`src/rtl/exc_unit.sv`:
```
// exc_unit -- exception and interrupt controller for the Ultiparc CPU.
//
// Gathers synchronous exception requests from the IF/ID/EX/MEM stages and the
// masked hardware interrupt lines. It selects the single highest-priority
// event and hands the record (cause code, EPC, BD, BadVAddr) to coproc0 over a
// valid/ack handshake. It then flushes the pipeline and redirects fetch to
// EXC_VEC. For ERET, it redirects to the EPC supplied by coproc0.
//
// Ports:
//   clk, rst                 clock, synchronous active-high reset
//   i_irq, i_ie, i_im        interrupt lines, Status.IE, Status.IM
//   i_epc                    current EPC (ERET target)
//   i_if_* / i_id_* /
//   i_ex_* / i_mem_*         per-stage valid, delay-slot flag, error flags, PC
//   i_exc_ack                coproc0 has latched the exception record
//   o_exc_valid, o_exc_code,
//   o_exc_epc, o_exc_bd,
//   o_exc_bva, o_exc_bva_we  exception record towards coproc0
//   o_ip                     registered i_irq (Cause.IP)
//   o_rfe                    restore-Status pulse on ERET
//   o_flush                  kill all IF..MEM stages
//   o_redirect, o_redirect_pc one-cycle fetch redirect
module exc_unit #(
  parameter int          NIRQ    = 6,
  parameter logic [31:0] EXC_VEC = 32'h0000_0080
) (
  input  logic            clk,
  input  logic            rst,
  input  logic [NIRQ-1:0] i_irq,
  input  logic            i_ie,
  input  logic [NIRQ-1:0] i_im,
  input  logic [31:0]     i_epc,
  input  logic            i_if_valid,
  input  logic            i_if_bd,
  input  logic            i_if_aderr,
  input  logic [31:0]     i_if_pc,
  input  logic            i_id_valid,
  input  logic            i_id_bd,
  input  logic            i_id_ri,
  input  logic            i_id_sys,
  input  logic            i_id_bp,
  input  logic [31:0]     i_id_pc,
  input  logic            i_ex_valid,
  input  logic            i_ex_bd,
  input  logic            i_ex_ov,
  input  logic [31:0]     i_ex_pc,
  input  logic            i_mem_valid,
  input  logic            i_mem_bd,
  input  logic            i_mem_adel,
  input  logic            i_mem_ades,
  input  logic            i_mem_eret,
  input  logic [31:0]     i_mem_pc,
  input  logic [31:0]     i_mem_addr,
  output logic            o_exc_valid,
  input  logic            i_exc_ack,
  output logic [4:0]      o_exc_code,
  output logic [31:0]     o_exc_epc,
  output logic            o_exc_bd,
  output logic [31:0]     o_exc_bva,
  output logic            o_exc_bva_we,
  output logic [NIRQ-1:0] o_ip,
  output logic            o_rfe,
  output logic            o_flush,
  output logic            o_redirect,
  output logic [31:0]     o_redirect_pc
);

  localparam logic [1:0] ST_IDLE     = 2'd0;
  localparam logic [1:0] ST_WAIT_ACK = 2'd1;
  localparam logic [1:0] ST_REDIRECT = 2'd2;

  logic [1:0]  state_r;
  logic [1:0]  state_s;
  logic        irq_pend_s;
  logic        ev_s;
  logic [4:0]  code_s;
  logic [31:0] pc_s;
  logic        bd_s;
  logic [31:0] bva_s;
  logic        bva_we_s;
  logic [31:0] epc_s;
  logic        rfe_s;
  logic        rpc_load_s;
  logic [31:0] rpc_s;

  // Priority selection of the single event to report this cycle.
  always_comb begin
    irq_pend_s = i_ie & (|(o_ip & i_im));
    ev_s       = 1'b1;
    code_s     = 5'd0;
    pc_s       = 32'd0;
    bd_s       = 1'b0;
    bva_s      = 32'd0;
    bva_we_s   = 1'b0;
    if (i_mem_valid && i_mem_adel) begin
      code_s = 5'd4;  pc_s = i_mem_pc; bd_s = i_mem_bd;
      bva_s  = i_mem_addr; bva_we_s = 1'b1;
    end else if (i_mem_valid && i_mem_ades) begin
      code_s = 5'd5;  pc_s = i_mem_pc; bd_s = i_mem_bd;
      bva_s  = i_mem_addr; bva_we_s = 1'b1;
    end else if (i_ex_valid && i_ex_ov) begin
      code_s = 5'd12; pc_s = i_ex_pc; bd_s = i_ex_bd;
    end else if (i_id_valid && i_id_ri) begin
      code_s = 5'd10; pc_s = i_id_pc; bd_s = i_id_bd;
    end else if (i_id_valid && i_id_sys) begin
      code_s = 5'd8;  pc_s = i_id_pc; bd_s = i_id_bd;
    end else if (i_id_valid && i_id_bp) begin
      code_s = 5'd9;  pc_s = i_id_pc; bd_s = i_id_bd;
    end else if (i_if_valid && i_if_aderr) begin
      code_s = 5'd4;  pc_s = i_if_pc; bd_s = i_if_bd;
      bva_s  = i_if_pc; bva_we_s = 1'b1;
    end else if (i_mem_valid && irq_pend_s) begin
      // Interrupt is charged to the MEM instruction, which will not commit.
      code_s = 5'd0;  pc_s = i_mem_pc; bd_s = i_mem_bd;
    end else begin
      ev_s = 1'b0;
    end
  end

  // A delay-slot instruction restarts at its branch, one word earlier.
  assign epc_s = bd_s ? (pc_s - 32'd4) : pc_s;

  // Next-state logic of the handshake/redirect sequencer.
  always_comb begin
    state_s    = state_r;
    rfe_s      = 1'b0;
    rpc_load_s = 1'b0;
    rpc_s      = 32'd0;
    case (state_r)
      ST_IDLE: begin
        if (ev_s) begin
          state_s = ST_WAIT_ACK;
        end else if (i_mem_eret) begin
          state_s    = ST_REDIRECT;
          rfe_s      = 1'b1;
          rpc_load_s = 1'b1;
          rpc_s      = i_epc;
        end else begin
          state_s = ST_IDLE;
        end
      end
      ST_WAIT_ACK: begin
        if (i_exc_ack) begin
          state_s    = ST_REDIRECT;
          rpc_load_s = 1'b1;
          rpc_s      = EXC_VEC;
        end else begin
          state_s = ST_WAIT_ACK;
        end
      end
      ST_REDIRECT: state_s = ST_IDLE;
      default:     state_s = ST_IDLE;
    endcase
  end

  // State, registered outputs and the captured exception record.
  always_ff @(posedge clk) begin
    if (rst) begin
      state_r       <= ST_IDLE;
      o_ip          <= '0;
      o_exc_valid   <= 1'b0;
      o_flush       <= 1'b0;
      o_redirect    <= 1'b0;
      o_rfe         <= 1'b0;
      o_redirect_pc <= 32'd0;
      o_exc_code    <= 5'd0;
      o_exc_epc     <= 32'd0;
      o_exc_bd      <= 1'b0;
      o_exc_bva     <= 32'd0;
      o_exc_bva_we  <= 1'b0;
    end else begin
      state_r     <= state_s;
      o_ip        <= i_irq;
      o_exc_valid <= (state_s == ST_WAIT_ACK);
      o_flush     <= (state_s != ST_IDLE);
      o_redirect  <= (state_s == ST_REDIRECT);
      o_rfe       <= rfe_s;
      if (rpc_load_s) begin
        o_redirect_pc <= rpc_s;
      end
      if ((state_r == ST_IDLE) && ev_s) begin
        o_exc_code   <= code_s;
        o_exc_epc    <= epc_s;
        o_exc_bd     <= bd_s;
        o_exc_bva    <= bva_s;
        o_exc_bva_we <= bva_we_s;
      end else if (state_s != ST_WAIT_ACK) begin
        // BadVAddr write enable is only meaningful while the record is offered.
        o_exc_bva_we <= 1'b0;
      end
    end
  end

endmodule

```
`config.mk`:
```
export PLATFORM = sky130hd
export DESIGN_NAME = exc_unit
export DESIGN_NICKNAME = d
export VERILOG_FILES = /design/src/rtl/exc_unit.sv
export SDC_FILE = /design/constraint.sdc
export NUM_CORES = 1
export LEC_CHECK = 0
export ABC_AREA = 0
export CAP_MARGIN = 40
export CORE_UTILIZATION = 30
export DETAILED_ROUTE_END_ITERATION = 12
export GPL_TIMING_DRIVEN = 0
export PLACE_DENSITY_LB_ADDON = 0.2
export SLEW_MARGIN = 20
export SYNTH_ARGS = -nofsm -noshare
export SYNTH_HDL_FRONTEND = slang
export SYNTH_SLANG_ARGS = --single-unit
```
`constraint.sdc`:
```
create_clock -name clk -period 3.9 [get_ports clk]
set_clock_uncertainty 0.05 [all_clocks]
set_input_delay 0.585 -clock clk [delete_from_list [all_inputs] [get_ports clk]]
set_output_delay 0.585 -clock clk [all_outputs]
set_load 0.05 [all_outputs]
```
Word level (Yosys, flattened, before mapping). Cells that the tools add are included.

$add $sub $neg: 1. Eq/ne operators: 4. Muxes and demuxes: 60. Bitwise gates (word level): 3. Reductions and logical operators: 14.

Operators by type and width (number): $mux W32 (18); $pmux W32 S2 (1); $sub A32 B3 Y32 const B (1); $mux W1 (28); $mux W4 (6); $logic_and A1 B1 Y1 (9); $mux W8 (1); $and A6 B6 Y6 (1); $mux W2 (3); $reduce_or A6 Y1 (1); $eq A2 B1 Y1 const B (2); $pmux W2 S2 (1); $reduce_bool A2 Y1 (2); $mux W3 (1); $eq A2 B2 Y1 const B (1); $logic_not A2 Y1 (1); $ne A2 B1 Y1 const B (1); $pmux W1 S2 (1); $reduce_or A2 Y1 (1); $and A1 B1 Y1 (1); $not A1 Y1 (1).

Register bits: 115. Output and inout port bits: 113.

Depth between registers and ports, before layout. Gate-level depths: netlist of run 1.

Depth after elaboration: 17. Depth in mapped cells: 13.

Worst setup path after synthesis of run 1. OpenSTA, ideal clock, no wires.

Path type: input -> register. From: in i_id_sys. To: reg o_exc_epc[26]. Setup time: 0.122 ns. Data arrival time: 3.009 ns. Setup slack: 0.719 ns. Stages: 12. Buffers on the path: 3. Cell sequence: o31a_4 -> buf_6 -> buf_6 -> buf_2 -> nand2_1 -> a311oi_1 -> a21oi_1 -> ha_1 -> nand3b_2 -> nor3_2 -> a21oi_1 -> a311o_1.

Cells in the longest elaborated chain, start to end: 8. Elaborated cells on any way between the ends: 19. Classes of those cells: add/sub: 1; mux: 16; reduce/logical: 2.

RTL lines: from (decl) (RTL line 40) `input logic i_id_sys,`; $logic_and A1 B1 Y1 * (RTL line 105) `end else if (i_id_valid && i_id_sys) begin`; $mux W32 (RTL line 105); $mux W32 (RTL line 103) `end else if (i_id_valid && i_id_ri) begin`; $mux W32 (RTL line 101) `end else if (i_ex_valid && i_ex_ov) begin`; $mux W32 (RTL line 98) `end else if (i_mem_valid && i_mem_ades) begin`; $mux W32 (RTL line 95) `if (i_mem_valid && i_mem_adel) begin`; $sub A32 B3 Y32 (RTL line 121) `assign epc_s = bd_s ? (pc_s - 32'd4) : pc_s;`; $mux W32 (RTL line 121); to (signal assigned) (RTL line 183) `o_exc_epc <= epc_s;`; to (decl) (RTL line 57) `output logic [31:0] o_exc_epc,`.

Every way passes the cells marked *; elsewhere a longest branch is shown, timed or not. A chain may end at the register's enable or synchronous reset.

Worst setup path after layout of run 1.
From: in i_mem_valid. To: reg o_exc_epc[8].

Cells in the longest elaborated chain, start to end: 11. Elaborated cells on any way between the ends: 30. Classes of those cells: add/sub: 1; mux: 25; reduce/logical: 4.

RTL lines: from (decl) (RTL line 47) `input logic i_mem_valid,`; $logic_and A1 B1 Y1 (RTL line 112) `end else if (i_mem_valid && irq_pend_s) begin`; $mux W32 (RTL line 112); $mux W32 (RTL line 109) `end else if (i_if_valid && i_if_aderr) begin`; $mux W32 (RTL line 107) `end else if (i_id_valid && i_id_bp) begin`; $mux W32 (RTL line 105); $mux W32 (RTL line 103); $mux W32 (RTL line 101); $mux W32 (RTL line 98); $mux W32 (RTL line 95); $sub A32 B3 Y32 (RTL line 121); $mux W32 (RTL line 121).

Parallel ways exist; a longest one is shown, timed or not.

==> results of run 1 <==
flip-flops by register name (all words and copies together), names as in the netlist:
signal         count
state_r            2
o_exc_bva_we       1
o_ip               6
o_flush            1
o_exc_code         4
o_exc_bd           1
o_rfe              1
o_exc_valid        1
o_exc_epc         32
o_redirect         1
o_exc_bva         32
o_redirect_pc     32
kinds of logic after synthesis:
family / count (synthesis) / synth area share
simple gates: 315 / 0.248
compound gates: 291 / 0.331
flops: 114 / 0.344
buf+inv: 77 / 0.0579
xor+xnor: 10 / 0.0132
mux: 2 / 0.00302
fa+ha+maj: 1 / 0.00189
other cells: 1 / 0.000565
area by class of cell:
| class | count | area share |
|---|---|---|
| Antenna cell | 4 | 0.000905 |
| Buffer | 73 | 0.0339 |
| Clock buffer | 18 | 0.0388 |
| Clock inverter | 14 | 0.0163 |
| Inverter | 4 | 0.00136 |
| Multi-Input combinational cell | 620 | 0.364 |
| Sequential cell | 114 | 0.206 |
| Tap cell | 280 | 0.0317 |
| Timing Repair Buffer | 340 | 0.307 |
metrics by stage:
| stage | TNS, ns | hold WS, ns |
|---|---|---|
| CTS | 0 | 0.408 |
| floorplan | 0 | 0.461 |
| detailed placement | -31.00 | 0.400 |
| global placement | -32.32 | 0.392 |
| global route | 0 | 0.424 |
| finish | 0 | 0.402 |
cell usage after synthesis, types with 7 or more instances:
cell type,n
dfxtp_1,114
nand2_1,76
nor2_1,73
nand3_1,50
o21ai_0,47
clkbuf_1,45
a211oi_1,36
a21oi_1,35
a22o_1,33
nor3_1,30
a32oi_1,27
and3_1,18
buf_2,11
nand4_1,11
and2_1,10
a31oi_1,9
a311oi_1,8
buf_4,8
o211ai_1,8
a22oi_1,7
nor2b_1,7
or3_1,7
worst min path at each step:
stage,endpoint,slack (ns),depth (start not counted)
after global placement,o_exc_epc[8]$_SDFFE_PP0P_,0.39,2
after global routing,o_exc_epc[5]$_SDFFE_PP0P_,0.42,2
final,o_exc_code[1]$_SDFFE_PP0P_,0.40,2
after CTS,o_redirect_pc[7]$_SDFFE_PP0P_,0.41,2
after floorplan,o_exc_valid$_SDFF_PP0_,0.46,1
after detailed placement,o_redirect_pc[7]$_SDFFE_PP0P_,0.40,2
layer usage:
layer	GRT usage	share of wire	vias to the layer above
li1	-	-	3856
met1	0.387	0.40	4015
met2	0.483	0.47	480
met3	0.0645	0.093	71
met4	0.145	0.038	2
met5	0	0.00048	-
critical path: stages:
cell             delay (ns)
clkdlybuf4s50_1        0.67
o21a_2                 0.32
buf_2                  0.31
a2111oi_4              0.11
nor3_4                 0.46
clkbuf_1               0.57
clkbuf_1               0.54
o21ai_0                0.29
a21oi_1                0.21
power groups by stage:
stage               Sequential, mW  Combinational (mW)  Clock [mW]
CTS                           1.35                1.64        1.66
finish                        1.35                1.67        1.65
global route                  1.36                1.75        1.71
global placement              1.37                1.63           0
floorplan                     1.75               0.533           0
detailed placement            1.37                1.63           0
what timing repair did:
action / in CTS / in global routing
hold buffers: 0 / 0
hold endpoints to repair: 0 / 0
setup buffers: 0 / 1
pin swaps: 0 / 2
gates cloned: 0 / 0
endpoints found under the setup margin: 16 / 17
resized for setup: 6 / 11
==> out/metrics.yaml, run 1 <==
place_ws_ns: -0.563
fillers: 2111
die_h_um: 151
total_power_mw: 4.67
synthCells: 811
fin_crit_sh: 0.972
comb_power_share: 0.358
crit_fanout: 10
ys_warn_count: 0
maxCapViolations: 0
fp.coreArea_mm2: 0.0218
final_common_cell: "clkdlybuf4s50_1"
drive_gt1_frac: 0.0888
syn_area_mm2: 0.00663
synth_largest_area_cell: "dfxtp_1"
synthTopCellsByArea: "dfxtp_1, a22o_1, nand2_1"
slew_violations: 0
track_usage: 0.303
regArea_mm2: 0.00228
final_cells: 1467
drt_iter0_markers: 954
stdcell_area_mm2: 0.0111
avgRoutedWirePerCell_um: 24.1
h-tree-depth: 4
grt_pass1_vias: 7889
ys_seq_area_frac: 0.344
max_freq_mhz: 264
placementRows: 54
startpoint: "i_mem_valid"
tightest_slew_ns: 0.789
initial_core_util: 0.305
grt_pass1_wl_um: 50000
synthFlopType: "dfxtp_1"
endpoint_kind: "flop"
crit_path_start_kind: "input pin"
r2r_end: "o_exc_epc[24]$_SDFFE_PP0P_"
io_pins: 337
yosysUniqueCellTypes: 85
synth.avg_cell_area_um2: 8.18
routed_wl_um: 35400
drc_errors: 0
reg2reg_from: "o_ip[3]$_SDFF_PP0_"
die_area_mm2: 0.0227
internal-power_mw: 2.92
peakVddDrop_mv: 0.261
p_seq_frac: 0.289
post-place-cells: 1427
dieWidth_um: 151
cp.required_ns: 4.19
ys_seq_elements: 114
hp-class: "flop to flop"
grt_overflow: 0
dr_total_vias: 8424
numCtsBuffers: 17
clock_latency_ns: 0.42
netlist.area_leader.share: 0.344
cts-root-buf: "clkbuf_16"
endpoint: "o_exc_epc[8]$_SDFFE_PP0P_"
clkPwrFrac: 0.353
final_cell_mix: "clkdlybuf4s50_1, dfxtp_1, nand2_1"
via_per_inst: 5.74
multiInputGateArea_mm2: 0.00402
final_nets: 1395
ant_nets: 0
syn-num-nets: 1036
antenna_found_initial: 5
firstDrtPassIters: 5
power_switching_mw: 1.75
gp_congestion: 0.953
placed_area_mm2: 0.0103
synthToLayoutAreaGrowth_pct: 66.7
r2r_cells: 9
worst_slack_ns: 0.109
p_leak_nw: 3.97
setup_viol: 0
clkSinkCount: 114
rrSetupSlack_ns: 0.38
clock_path_buffers: 2
pwr_density_cell_mw_per_mm2: 422
async_flop_share: 0
synth-edff-count: 0
switching_share: 0.374
rsz0062_at_grt: "false"
final.min_clock_period_ns: 3.79
status: "finished clean"
hpwlAfterDp_um: 27700
grt_max_degree: 17
hold_viol: 0
arrival_ns: 4.08
clkTransAtPathRegs_ns: 0.05
fin_util: 0.508
worstHoldStart: "o_exc_code[1]$_SDFFE_PP0P_"
portBuffers: 335
slew-limit-headroom: 0.467
worstSetupPathType: "input pin to flop"
cts_tree: "built"
Power figures use the tool's default switching activity.
==> inputs of run 2 (changes only) <==
--- a/config.mk
+++ b/config.mk
@@ -7,7 +7,7 @@
 export LEC_CHECK = 0
 export ABC_AREA = 0
 export CAP_MARGIN = 40
-export CORE_UTILIZATION = 30
+export CORE_UTILIZATION = 35
 export DETAILED_ROUTE_END_ITERATION = 12
 export GPL_TIMING_DRIVEN = 0
 export PLACE_DENSITY_LB_ADDON = 0.2
==> run 2 against run 1 <==
Compared with the run above: first-iteration DRC count down 0.52%; design area is 1.4% lower; clock power down 7%; worst hold slack improved by 0.0021 ns; non-clock buffer count is 4 lower; sequential power about the same; utilization increased by 8.9 points; critical endpoint unchanged; die area decreased by 14%; global-route usage increased by 4.2 points; combinational power barely moved; setup slack worse by 0.062 ns.
==> out/metrics.yaml, run 2 (synthesis gave the netlist of run 1 again) <==
clkSinkCount: 114  # unchanged
drc_errors: 0  # unchanged
fillers: 1680  # -20%
cp_slowest_stage_delay_ns: 0.64  # -0.03 ns
die_area_mm2: 0.0195  # -14%
antenna_found_initial: 1  # -4
initial_core_util: 0.363  # +0.0582
status: "finished clean"
avgRoutedWirePerCell_um: 24.2  # +0.34%
worstSetupPathType: "input pin to flop"
cp_common_cell: "clkbuf_1"
grt_overflow: 0  # unchanged
max_freq_mhz: 260  # -1.6%
fin_crit_sh: 0.988  # +0.0158
gp_congestion: 0.962  # +0.90%
pwr_density_cell_mw_per_mm2: 415  # -1.6%
arrival_ns: 4.15  # +0.07 ns
io_pins: 337  # unchanged
crit_family: "buffers and inverters"
total_power_mw: 4.53  # -3.0%
grt_max_degree: 17  # unchanged
top_regs: "o_exc_bva (32), o_exc_epc (32), o_redirect_pc (32)"
timing.setup.tns_ns: 0  # unchanged
slew-limit-headroom: 0.475  # +0.00841
path_cells: "clkdlybuf4s50_1, o21a_2, buf_2, a2111oi_4, nor3_4, clkbuf_1, clkbuf_1, o21ai_0, a21oi_1"
cp.depth: 9  # unchanged
peakVddDrop_mv: 0.304  # +16%
ctsHoldBuffers: 0  # unchanged
placementRows: 49  # -9.3%
p_leak_nw: 3.92  # -1.4%
dr_total_vias: 8505  # +0.96%
final.min_clock_period_ns: 3.85  # +0.0617 ns
reg2reg_from: "o_ip[3]$_SDFF_PP0_"
rsz0062_at_grt: "false"
placed_area_mm2: 0.0103  # -0.69%
hpwlAfterDp_um: 26400  # -4.6%
endpoint_kind: "flop"
hold_viol: 0  # unchanged
tightest_slew_ns: 0.777  # -0.0125 ns
h-tree-depth: 4  # unchanged
drt_iter0_markers: 949  # -0.52%
maxCapViolations: 0  # unchanged
clock_path_buffers: 2  # unchanged
cp.required_ns: 4.20  # about the same
crit_fanout: 10  # unchanged
timing.critical_path.buf_inv: 4  # unchanged
track_usage: 0.345  # +0.0424
crit_path_top_delay_cell: "clkdlybuf4s50_1"
stdcell_area_mm2: 0.0109  # -1.4%
firstDrtPassIters: 6  # +1
final_cells: 1409  # -4.0%
routed_wl_um: 34100  # -3.6%
dieWidth_um: 140  # -7.3%
post-place-cells: 1375  # -3.6%
endpoint: "o_exc_epc[8]$_SDFFE_PP0P_"
clock_latency_ns: 0.43  # about the same
numCtsBuffers: 17  # unchanged
via_per_inst: 6.04  # +5.1%
hp-class: "flop to flop"
slew_violations: 0  # unchanged
r2r_cells: 9  # unchanged
grt_pass1_vias: 8016  # +1.6%
final_common_cell: "clkdlybuf4s50_1"
rrSetupSlack_ns: 0.32  # -0.06 ns
crit_path_start_kind: "input pin"
setup_viol: 0  # unchanged
startpoint: "i_mem_valid"
grt_pass1_wl_um: 50300  # +0.73%
r2r_end: "o_exc_epc[28]$_SDFFE_PP0P_"
final_cell_mix: "clkdlybuf4s50_1, dfxtp_1, nand2_1"
ant_nets: 0  # unchanged
cts_tree: "built"
cts-root-buf: "clkbuf_16"
synthToLayoutAreaGrowth_pct: 64.5
post_cts_buffers: 0  # unchanged
drive_gt1_frac: 0.0857  # -0.00309
clkTransAtPathRegs_ns: 0.06  # about the same
final_nets: 1391  # -0.29%
fp.coreArea_mm2: 0.0183  # -16%
portBuffers: 335  # unchanged
die_h_um: 140  # -7.3%
-- run 2: cell count changes in the layout (fill, tap and decap cells not counted), sizes merged --
cell          delta
buf              -3
bufinv           -2
clkbuf           +1
clkinv           -2
clkinvlp         +1
diode            -3
dlymetal6s2s     -1
inv              +2
-- run 2: power by group --
group | internal [mW] | switching, mW | total, mW
Clock | 0.901 | 0.625 | 1.53
Combinational | 0.627 | 1.03 | 1.66
Sequential | 1.28 | 0.0664 | 1.35
-- run 2: cell type report --
class	instances	area, um2	area share
sequential	114	2280	0.209
buffer	73	374	0.0343
tap	229	287	0.0263
inverter	4	15.0	0.00138
antenna	1	2.50	0.000229
clock buffer	19	443	0.0406
timing repair buffer	336	3360	0.308
clock inverter	13	125	0.0115
multi-input combinational	620	4020	0.368
-- run 2: layer usage --
| layer | vias up | part of all wire | global-route usage |
|---|---|---|---|
| met5 | - | 0 | 0 |
| met4 | 0 | 0.034 | 0.143 |
| met3 | 70 | 0.11 | 0.0812 |
| met2 | 578 | 0.47 | 0.554 |
| met1 | 4004 | 0.39 | 0.444 |
| li1 | 3853 | - | - |
-- run 2: worst reg2reg max path, delay by kind of cell, from the launching register on --
kind / cells / cell delay, ns
and+or+nand+nor: 5 / 2.08
buffers and inverters: 1 / 0.42
DFF: 1 / 0.31
AOI/OAI and AO/OA: 3 / 0.58
-- run 2: repair_timing --
action                                  4_1_cts  5_1_grt
pin swaps                                     0        1
endpoints found under the setup margin        5       43
resized for setup                             3       12
-- run 2: stage by stage --
step / util / worst slack [ns] / hold slack (ns)
CTS: 0.594 / 0.00460 / 0.407
finish: 0.597 / 0.0472 / 0.404
detailed placement: 0.562 / -0.481 / 0.399
global placement: 0.562 / -0.493 / 0.392
floorplan: - / 0.719 / 0.461
global route: 0.597 / 0.00325 / 0.423
-- run 2: worst min path at each step --
stage	from	endpoint	depth (start not counted)
after floorplan	state_r[1]$_SDFF_PP0_	o_exc_valid$_SDFF_PP0_	1
final	o_exc_epc[5]$_SDFFE_PP0P_	o_exc_epc[5]$_SDFFE_PP0P_	2
after global placement	o_exc_code[1]$_SDFFE_PP0P_	o_exc_code[1]$_SDFFE_PP0P_	2
after detailed placement	o_exc_code[3]$_SDFFE_PP0P_	o_exc_code[3]$_SDFFE_PP0P_	2
after global routing	o_exc_epc[0]$_SDFFE_PP0P_	o_exc_epc[0]$_SDFFE_PP0P_	2
after CTS	o_exc_code[3]$_SDFFE_PP0P_	o_exc_code[3]$_SDFFE_PP0P_	2
